### src/rtl/mem_access_ctrl.sv
// Load/store access controller: one valid/ready bus transaction per request, load extraction and error reporting.
// Optional bus-wait timeout enabled by defining MEM_TIMEOUT_EN (limit set by TIMEOUT_CYCLES).
module mem_access_ctrl #(
  parameter int TIMEOUT_CYCLES = 64
) (
  input  logic        clk,
  input  logic        rst_n,
  input  logic        req_valid,
  input  logic        req_we,
  input  logic [31:0] req_addr,
  input  logic [31:0] req_wdata,
  input  logic [3:0]  req_wstrb,
  input  logic [2:0]  req_funct3,
  output logic        stall,
  output logic        resp_valid,
  output logic [31:0] resp_rdata,
  output logic        resp_err,
  output logic        mem_valid,
  input  logic        mem_ready,
  output logic        mem_we,
  output logic [31:0] mem_addr,
  output logic [31:0] mem_wdata,
  output logic [3:0]  mem_wstrb,
  input  logic [31:0] mem_rdata
);

  typedef enum logic [1:0] {
    S_IDLE = 2'd0,
    S_BUSY = 2'd1,
    S_DONE = 2'd2
  } state_t;

  state_t      r_state;
  logic [1:0]  r_off;
  logic [2:0]  r_funct3;
  logic        r_mem_valid;
  logic        r_mem_we;
  logic [31:0] r_mem_addr;
  logic [31:0] r_mem_wdata;
  logic [3:0]  r_mem_wstrb;
  logic        r_resp_valid;
  logic [31:0] r_resp_rdata;
  logic        r_resp_err;
  logic        w_reject;
  logic [31:0] w_load_data;

`ifdef MEM_TIMEOUT_EN
  localparam logic [7:0] LP_TO_LAST = 8'(TIMEOUT_CYCLES - 1);
  logic [7:0]  r_cnt;
`endif

  // Misaligned halfword/word, reserved funct3 encodings, and unsigned-size stores are all rejected.
  function automatic logic f_access_err(input logic we, input logic [2:0] f3, input logic [1:0] off);
    logic err;
    case (f3)
      3'b000:  err = 1'b0;
      3'b001:  err = off[0];
      3'b010:  err = |off;
      3'b100:  err = we;
      3'b101:  err = we | off[0];
      default: err = 1'b1;
    endcase
    return err;
  endfunction

  function automatic logic [31:0] f_extract(input logic [31:0] rdata, input logic [1:0] off,
                                            input logic [2:0] f3);
    logic [31:0] shifted;
    logic [7:0]  b;
    logic [15:0] h;
    logic [31:0] res;
    shifted = rdata >> {off, 3'b000};
    b       = shifted[7:0];
    h       = off[1] ? rdata[31:16] : rdata[15:0];
    case (f3)
      3'b000:  res = {{24{b[7]}}, b};
      3'b100:  res = {24'd0, b};
      3'b001:  res = {{16{h[15]}}, h};
      3'b101:  res = {16'd0, h};
      default: res = rdata;
    endcase
    return res;
  endfunction

  assign w_reject    = f_access_err(req_we, req_funct3, req_addr[1:0]);
  assign w_load_data = r_mem_we ? 32'd0 : f_extract(mem_rdata, r_off, r_funct3);

  // Access FSM with all response and bus outputs registered.
  always_ff @(posedge clk or negedge rst_n) begin
    if (!rst_n) begin
      r_state      <= S_IDLE;
      r_off        <= 2'd0;
      r_funct3     <= 3'd0;
      r_mem_valid  <= 1'b0;
      r_mem_we     <= 1'b0;
      r_mem_addr   <= 32'd0;
      r_mem_wdata  <= 32'd0;
      r_mem_wstrb  <= 4'd0;
      r_resp_valid <= 1'b0;
      r_resp_rdata <= 32'd0;
      r_resp_err   <= 1'b0;
`ifdef MEM_TIMEOUT_EN
      r_cnt        <= 8'd0;
`endif
    end else begin
      case (r_state)
        S_IDLE: begin
          r_resp_valid <= 1'b0;
          if (req_valid) begin
            r_off    <= req_addr[1:0];
            r_funct3 <= req_funct3;
            if (w_reject) begin
              r_resp_valid <= 1'b1;
              r_resp_err   <= 1'b1;
              r_resp_rdata <= 32'd0;
              r_state      <= S_DONE;
            end else begin
              r_mem_valid <= 1'b1;
              r_mem_we    <= req_we;
              r_mem_addr  <= {req_addr[31:2], 2'b00};
              r_mem_wdata <= req_wdata;
              r_mem_wstrb <= req_we ? req_wstrb : 4'b0000;
`ifdef MEM_TIMEOUT_EN
              r_cnt       <= 8'd0;
`endif
              r_state     <= S_BUSY;
            end
          end
        end
        S_BUSY: begin
          if (mem_ready) begin
            r_mem_valid  <= 1'b0;
            r_resp_valid <= 1'b1;
            r_resp_err   <= 1'b0;
            r_resp_rdata <= w_load_data;
            r_state      <= S_DONE;
`ifdef MEM_TIMEOUT_EN
          end else if (r_cnt == LP_TO_LAST) begin
            r_mem_valid  <= 1'b0;
            r_resp_valid <= 1'b1;
            r_resp_err   <= 1'b1;
            r_resp_rdata <= 32'd0;
            r_state      <= S_DONE;
          end else begin
            r_cnt <= r_cnt + 8'd1;
`else
          end else begin
            r_state <= S_BUSY;
`endif
          end
        end
        S_DONE: begin
          r_resp_valid <= 1'b0;
          r_state      <= S_IDLE;
        end
        default: begin
          r_mem_valid  <= 1'b0;
          r_resp_valid <= 1'b0;
          r_state      <= S_IDLE;
        end
      endcase
    end
  end

  // Combinational so the pipeline advances on the edge that leaves DONE.
  assign stall      = ((r_state == S_IDLE) && req_valid) || (r_state == S_BUSY);
  assign resp_valid = r_resp_valid;
  assign resp_rdata = r_resp_rdata;
  assign resp_err   = r_resp_err;
  assign mem_valid  = r_mem_valid;
  assign mem_we     = r_mem_we;
  assign mem_addr   = r_mem_addr;
  assign mem_wdata  = r_mem_wdata;
  assign mem_wstrb  = r_mem_wstrb;

endmodule

### config.mk
export PLATFORM = sky130hd
export DESIGN_NAME = mem_access_ctrl
export DESIGN_NICKNAME = d
export VERILOG_FILES = /design/src/rtl/mem_access_ctrl.sv
export SDC_FILE = /design/constraint.sdc
export NUM_CORES = 1
export LEC_CHECK = 0
export CAP_MARGIN = 20
export CORE_UTILIZATION = 45
export DETAILED_ROUTE_END_ITERATION = 7
export PLACE_DENSITY_LB_ADDON = 0.15
export SYNTH_ARGS = -nofsm -noshare
export SYNTH_HDL_FRONTEND = slang
export SYNTH_SLANG_ARGS = --single-unit
### constraint.sdc
create_clock -name clk -period 4.4 [get_ports clk]
set_input_delay 0.88 -clock clk [delete_from_list [all_inputs] [get_ports clk]]
set_output_delay 0.88 -clock clk [all_outputs]
set_load 0.01 [all_outputs]
# --- Word-level counts from Yosys, hierarchy flattened ---
# Cells that the tools add are included.
word_totals:
  reg_bits: 109
op_classes:
  n_shift: 1
  eq_ne: 13
  bitwise: 3
  n_reduce_logical: 11
  muxes: 24
ops:
  columns: ["operator", "n"]
  rows:
  - ["32-bit 2-to-1 mux", 4]
  - ["32-bit one-hot mux with 4 select lines", 1]
  - ["32-bit one-hot mux with 2 select lines", 1]
  - ["32-bit by 5-bit >> shifter with 8-bit output", 1]
  - ["16-bit 2-to-1 mux", 1]
  - ["3-bit equality test, second input constant", 4]
  - ["1-bit 2-to-1 mux", 8]
  - ["2-bit inequality test, second input constant", 4]
  - ["4-bit AND reduction", 2]
  - ["3-bit by 1-bit equality test with 1-bit output, second input constant", 2]
  - ["3-bit logical NOT", 2]
  - ["2-bit 2-to-1 mux", 3]
  - ["1-bit one-hot mux with 5 select lines", 1]
  - ["4-bit 2-to-1 mux", 1]
  - ["1-bit one-hot mux with 2 select lines", 2]
  - ["2-bit one-hot mux with 2 select lines", 1]
  - ["3-bit by 2-bit equality test with 1-bit output, second input constant", 1]
  - ["1-bit one-hot mux with 3 select lines", 1]
  - ["3-bit AND reduction", 1]
  - ["2-bit by 1-bit equality test with 1-bit output, second input constant", 1]
  - ["2-bit equality test, second input constant", 1]
  - ["2-bit logical NOT", 1]
  - ["1-bit NOT", 2]
  - ["2-bit AND reduction", 1]
  - ["5 further kinds", 5]

# --- Depth between registers and ports, before layout ---
# Gate-level depths: netlist of the first run.
logic_depth:
  word_depth: 5
  mapped_depth: 6
  ltp_nobuf: 4

# --- Worst setup path after synthesis of the first run ---
# No wires, ideal clock.
synth_timing:
  kind: "in2reg"
  start: "in req_valid"
  end: "reg r_resp_rdata[0], in the netlist resp_rdata[0]"
  required_time_ns: 4.274
  setup_ns: 0.126
  path_stages: 4
  path_slack_ns: 2.244
  t_arrival_ns: 2.030
  cell_sequence: "or3b_4 o31a_1 and2_0 a221o_1"
synth_via:
  elab_chain_len: 2
synth_rtl:
  columns: ["element", "line_no", "text"]
  rows:
  - ["from (decl)", "8", "input logic req_valid,"]
  - ["2-bit inequality test (no line)", null, null]
  - ["4-bit AND reduction (no line)", null, null]
  - ["to (signal assigned)", "135", "r_resp_rdata <= w_load_data;"]
  - ["to (decl)", "42", "logic [31:0] r_resp_rdata;"]
# No other way between the ends.
# A chain may end at the register's enable or synchronous reset.

# --- Final worst setup path of the first run ---
layout_timing:
  start: "in req_valid"
  end: "out stall"
layout_via:
  elab_chain_len: 2
layout_rtl:
  columns: ["element", "line_no", "text"]
  rows:
  - ["1-bit logical AND", "166", "assign stall = ((r_state == S_IDLE) && req_valid) || (r_state == S_BUSY);"]
  - ["1-bit logical OR", "166", null]
  - ["to (decl)", "14", "output logic stall,"]
# No other way between the ends.

==> results of run 1 <==
## logic make-up (layout without fill, tap and decap cells)
logic type             after synthesis  count (layout)  synth area share [%]
DFF                                109             109                  58.2
other                                1               2                0.0800
muxes                               77              77                  18.8
AOI/OAI and AO/OA                   85              85                  11.1
buffers and inverters               28             236                  2.75
and+or+nand+nor                     87              87                  9.03
## routing by layer
layer / vias up / global-route usage, % / part of all wire, %
met5: - / 0 / 0
met4: 0 / 6.43 / 1.2
met3: 14 / 4.70 / 6.1
met2: 162 / 39.5 / 50
met1: 1848 / 31.6 / 42
li1: 1773 / - / -
## state kept, by name, indices dropped and copies added (netlist names)
| name | flops |
|---|---|
| mem_addr | 30 |
| mem_valid | 1 |
| mem_wdata | 32 |
| mem_we | 1 |
| mem_wstrb | 4 |
| r_funct3 | 3 |
| r_off | 2 |
| r_state | 2 |
| resp_err | 1 |
| resp_rdata | 32 |
| resp_valid | 1 |
## worst register-to-register path, stage by stage (launching register included)
cell	delay [ns]
dfrtp_1	1.04
clkinv_1	0.58
nand4_1	0.23
a21oi_1	0.09
a221o_1	0.26
## metrics by stage
stage | std cells | instance area (sq um)
floorplan | 388 | 4690
global placement | 711 | 6890
detailed placement | 711 | 6890
CTS | 727 | 7080
global route | 729 | 7120
finish | 729 | 7120
## layout make-up
type / count / area [sq um]
fillers: 741 / 2840
flip-flops and latches: 109 / 2730
repair buffers: 215 / 2170
multi-input cells: 251 / 1840
well taps: 133 / 166
clock buffers: 10 / 138
clock inverters: 6 / 53.8
inverters: 5 / 18.8
## final timing paths
| path | start | endpoint | cells past startpoint | slack (ns) |
|---|---|---|---|---|
| max | req_valid | stall | 4 | 1.46 |
| max reg2reg | r_funct3[1] | resp_rdata[14] | 4 | 2.10 |
| min reg2reg | mem_wstrb[0] | mem_wstrb[0] | 2 | 0.49 |
| max in group asynchronous | rst_n | resp_rdata[12] | 3 | 3.08 |
| min in group clk | mem_wstrb[0] | mem_wstrb[0] | 2 | 0.49 |
| min | rst_n | mem_wstrb[1] | 1 | 0.32 |
## power breakdown
part           internal [W]  total, W  switching (W)
registers           0.00130   0.00151       0.000214
clock network      0.000233  0.000582       0.000349
logic              0.000810   0.00135       0.000543
total               0.00234   0.00344        0.00111
## cell usage in the layout, fill, tap and decap left out, drive strengths merged, types with 3 or more instances in the layout
cell	count
clkbuf	10
nor2	10
nand2b	5
clkdlybuf4s50	209
dfrtp	109
nor2b	8
a221o	4
nand3	3
and2	3
inv	7
o221ai	5
nand2	45
a21oi	25
mux2	69
o21ai	37
buf	6
mux2i	6
clkinv	4
==> impl_summary.log, run 1 <==
[metrics] total of cells resized after clock tree synthesis: 0
[metrics] final setup slack of the worst path: 1.46 ns
[metrics] via count of the first global-routing pass: 3,797
[metrics] CP startpoint kind: input port
[metrics] GRT Total Usage: 23.7%
[metrics] number of top-level design ports: 213
[metrics] portion of the post-synthesis area used by sequential elements: 58.2%
[metrics] total overflow reported by the global router: 0
[metrics] Setup TNS: 0 ns
[metrics] number of synthesized flops with an enable pin: 0
[metrics] Final Routed Wirelength: ~12,000 um
[metrics] H-tree lvl count: 3
[metrics] Rel. slew slack: a little under a third
[metrics] utilization after layout: 71.5%
[metrics] number of antenna violations at the first check in global routing: 0
[metrics] Slew Limit Fails: 0
[metrics] WHS: roughly 0.32 ns
[metrics] height of the die: 104 um
[metrics] family with the most delay on the worst path: buffers and inverters
[metrics] final critical path time including I/O delays and setup: slightly below 3 ns
[metrics] number of warnings issued by yosys: 0
[metrics] total die area: 10,800 sq um
[metrics] power per unit of standard cell area: around 480 nW/um^2
[metrics] worst setup timing slack at the placement stage: 1.29 ns
[metrics] sort of element at the end of the critical path: output pin
[metrics] CP peak stage delay: 0.54 ns
[metrics] maximum capacitance violations: 0
[metrics] most instantiated library cell after synthesis: dfrtp_1
[metrics] total power consumption of the routed design: 0.00344 W
[metrics] FFs w/ async S/R, synth: 100%
[metrics] global-route wire length before repair: 20,100 um
[metrics] flip-flop and latch count after synthesis: 109
[metrics] clock insertion delay at the later pin of the skew report: roughly 0.37 ns
[metrics] routability congestion estimate from global placement: 0.912
[metrics] Row Count: 36
[metrics] Achievable Freq: 340 MHz
[metrics] DRC viols: 0
[metrics] most used standard cells in the synthesized netlist: dfrtp_1 (109), mux2_1 (61), nand2_1 (45), o21ai_0 (36), a21oi_1 (25)
[metrics] result of the run: completed
[metrics] maximum number of pins on one net before global-route repair: 84
[metrics] number of buffers added on ports: 210
[metrics] cell-by-cell listing of the critical path: clkdlybuf4s50_1, nor2_1, nor2_1, clkdlybuf4s50_1
[metrics] slew at the pin closest to its max-slew limit: around 1.0 ns
[metrics] number of design-rule violations left by the first detailed-router iteration: 257
[metrics] top_reg_cell synth: dfrtp_1
[metrics] Final Hold Fails: 0
[metrics] fin nets: 699
[metrics] cell at the root of the clock tree: clkbuf_8
[metrics] number of cells produced by synthesis: between 300 and 400
[metrics] router iterations before antenna repair: 5
[metrics] Cell variety after synth: 45
[metrics] clock tree from TritonCTS: yes
[metrics] number of antenna repair diodes: 0
[metrics] post-synthesis to final-layout area growth: 51.9%
[metrics] cts hold-fix bufs: 0
[metrics] Clock Tree Buf Depth: 2
[metrics] sinks on the clock net: 109
[metrics] ANT nets after route: 0
[metrics] area leader, netlist: dfrtp_1
[metrics] clk slew on worst S/H paths: 0.11 ns
[metrics] Via Count: 3,797
[metrics] worst path arrival time: 2.06 ns
[metrics] half-perimeter wire length of the detailed placement result: 9330 um
[metrics] number of buffers inserted by post-CTS setup repair: 0
[metrics] clock buffers created by TritonCTS: 9
[metrics] core region area: 9950 sq um
[metrics] Avg WL per Cell: 17.1 um
[metrics] worst supply voltage drop on vdd: 270 uV
[metrics] summed instance area of the synthesized netlist: 4690 sq um
[metrics] Required @ worst endpoint: roughly 3.5 ns
[metrics] area share of the largest cell type after synthesis: 58.2%
[metrics] worst hold path type: input port to async pin
[metrics] slowest stage cell on the critical path: clkdlybuf4s50_1
[metrics] Final Cycle Share: about two thirds
[metrics] setup repair after global routing missed its margin: no
[metrics] final count of negative-setup-slack endpoints: 0
[metrics] via/cell ratio: around 5.2
[metrics] leading cell types by total area after synthesis: dfrtp_1 (58%), mux2_1 (15%), o21ai_0 (3.8%)
[metrics] mean cell area of the mapped netlist: about 12 sq um
[metrics] Static Leak: 2.98 nW
[metrics] share of post-route cells with drive strength above 1: roughly 6.5%
[metrics] Initial Util: 47.1%
[metrics] Die Width: 104 um
[metrics] start-to-end type of the worst setup path: input port to output pin
[metrics] CP Max Fanout: 4
[metrics] count of buffer and inverter cells on the critical path: 2
[metrics] Worst Clk Skew: around 0.015 ns
Note: power is estimated with default switching activity, not from simulation.
==> run 2, diff against run 1 <==
Settings changed: CORE_UTILIZATION 45 to 38.
Clock period 4.4 ns to 2.5 ns, I/O delays scaled along.
==> run 2 against run 1 <==
Effect of this change: sequential share of layout area decreased by 1.2 points; critical endpoint unchanged; hold slack got worse by 0.14 ns; wire length increased by 3.4%; non-clock buffer count increased by 12; flip-flop and latch count unchanged.
==> impl_summary.log, run 2 (synthesis results as in run 1) <==
[metrics] most frequent standard cell in the layout excluding fill and tap cells: clkdlybuf4s50_1
[metrics] slew at the pin closest to its max-slew limit: 0.651 ns (-0.390 ns)
[metrics] GRT Total Usage: 21.1% (-2.6 points)
[metrics] routability congestion estimate from global placement: 0.781 (-14%)
[metrics] global-route wire length before repair: 20,600 um (+2.6%)
[metrics] number of buffers inserted by post-CTS setup repair: 0 (unchanged)
[metrics] Setup TNS: 0 ns (unchanged)
[metrics] number of buffers added on ports: 210 (unchanged)
[metrics] Met2 Wirelength: 6140 um (-2.4%)
[metrics] r2r worst-path depth: 5 (+1)
[metrics] clk slew on worst S/H paths: 0.07 ns (-0.04 ns)
[metrics] number of antenna violations at the first check in global routing: 0 (unchanged)
[metrics] result of the run: completed
[metrics] start of the worst register-to-register path: r_state[1]
[metrics] start-to-end type of the worst setup path: input port to output pin
[metrics] top library cells by usage in the layout, fill and taps aside: clkdlybuf4s50_1 (209), dfrtp_1 (109), mux2_1 (61), nand2_1 (45), o21ai_0 (36)
[metrics] total overflow reported by the global router: 0 (unchanged)
[metrics] slowest stage cell on the critical path: clkdlybuf4s50_1
[metrics] Clock Tree Buf Depth: 2 (unchanged)
[metrics] number of antenna repair diodes: 0 (unchanged)
[metrics] DRC viols: 0 (unchanged)
[metrics] cell-by-cell listing of the critical path: clkdlybuf4s50_1, nor2_1, nor2_1, clkdlybuf4s50_1
[metrics] share of post-route cells with drive strength above 1: 8.07% (+1.5 points)
[metrics] worst supply voltage drop on vdd: 486 uV (+80%)
[metrics] sort of element at the end of the critical path: output pin
[metrics] Required @ worst endpoint: 2.00 ns (-1.52 ns)
[metrics] via count of the first global-routing pass: 3,902 (+2.8%)
[metrics] flop2flop setup slack: 0.54 ns (-1.56 ns)
[metrics] CP Max Fanout: 4 (unchanged)
[metrics] maximum capacitance violations: 0 (unchanged)
[metrics] wire length on met3: 1080 um (+42%)
[metrics] Initial Util: 39.0% (-8.1 points)
[metrics] cts hold-fix bufs: 0 (unchanged)
[metrics] Final Cycle Share: 88.2%
[metrics] half-perimeter wire length of the detailed placement result: 9910 um (+6.2%)
[metrics] worst path arrival time: 1.71 ns (-0.35 ns)
[metrics] Slew Limit Fails: 0 (unchanged)
[metrics] height of the die: 113 um (+8.7%)
[metrics] number of design-rule violations left by the first detailed-router iteration: 183 (-29%)
[metrics] Avg WL per Cell: 17.1 um (about the same)
[metrics] H-tree lvl count: 3 (unchanged)
[metrics] wire length on met1: 5310 um (+0.89%)
[metrics] post-synthesis to final-layout area growth: 57.0%
[metrics] Row Count: 40 (+11%)
[metrics] CP startpoint kind: input port
[metrics] RR Endpoint: resp_rdata[1]
[metrics] setup repair after global routing missed its margin: no
[metrics] Via Count: 3,793 (-0.11%)
[metrics] total die area: 12,800 sq um (+18%)
[metrics] core region area: 12,000 sq um (+21%)
[metrics] sinks on the clock net: 109 (unchanged)
[metrics] power per unit of standard cell area: 899 nW/um^2 (+86%)
[metrics] Rel. slew slack: 56.6% (+26 points)
[metrics] final critical path time including I/O delays and setup: 2.21 ns
[metrics] maximum number of pins on one net before global-route repair: 51 (-39%)
[metrics] highest metal layer with signal wires: met4
[metrics] cell at the root of the clock tree: clkbuf_16
[metrics] Static Leak: 3.09 nW (+3.7%)
[metrics] CP peak stage delay: 0.54 ns (about the same)
[metrics] fin nets: 711 (+1.7%)
[metrics] Worst Clk Skew: 0.00855 ns (-0.00668 ns)
[metrics] total of cells resized after clock tree synthesis: 0 (unchanged)
[metrics] clock buffers created by TritonCTS: 9 (unchanged)
[metrics] Final Routed Wirelength: 12,900 um (+3.4%)
[metrics] number of top-level design ports: 213 (unchanged)
[metrics] Die Width: 113 um (+8.7%)
[metrics] via/cell ratio: 5.03 (-3.4%)
[metrics] WHS: 0.181 ns (-0.139 ns)
[metrics] Achievable Freq: about 450 MHz
[metrics] ANT nets after route: 0 (unchanged)
[metrics] Final Hold Fails: 0 (unchanged)
[metrics] router iterations before antenna repair: 4 (-1)
[metrics] clock insertion delay at the later pin of the skew report: 0.35 ns (-0.02 ns)
[metrics] clock tree from TritonCTS: yes
[metrics] final count of negative-setup-slack endpoints: 0 (unchanged)
[metrics] worst hold path type: input port to async pin
-- run 2: how the worst max path moves through the flow --
stage                   start       endpoint  cells past startpoint
floorplan           req_valid  resp_rdata[0]                      4
global placement    req_valid  resp_rdata[0]                      6
detailed placement  req_valid  resp_rdata[1]                      6
CTS                 req_valid          stall                      4
global route        req_valid          stall                      4
finish              req_valid          stall                      4
-- run 2: where the power goes --
group          switching (W)  internal, W
Combinational        0.00103      0.00147
Clock               0.000613     0.000899
Sequential          0.000318      0.00229
Total                0.00196      0.00465
-- run 2: critical path, delay by kind of cell --
kind,cells,cell delay (ns)
AND/OR/NAND/NOR,2,0.15
buffers and inverters,2,1.05
-- run 2: layer usage --
layer,vias to the layer above,global-route usage (%)
met5,-,0
met4,0,10.4
met3,23,4.71
met2,177,34.4
met1,1794,26.7
li1,1799,-
-- run 2: per-stage QoR --
step                area, sq um  setup slack, ns  power [W]  util (%)  instances
floorplan                  4690            0.724    0.00362         -        388
global placement           7040           0.0609    0.00509      58.6        739
detailed placement         7040           0.0132    0.00517      58.6        739
CTS                        7350            0.303    0.00669      61.2        754
global route               7350            0.218    0.00700      61.2        754
finish                     7350            0.295    0.00661      61.2        754
-- run 2: layout make-up --
cell class | count | area [sq um]
inverters | 5 | 18.8
multi-input cells | 251 | 1840
repair buffers | 227 | 2260
clock inverters | 4 | 72.6
fillers | 1018 | 4660
flip-flops and latches | 109 | 2730
clock buffers | 11 | 243
well taps | 147 | 184
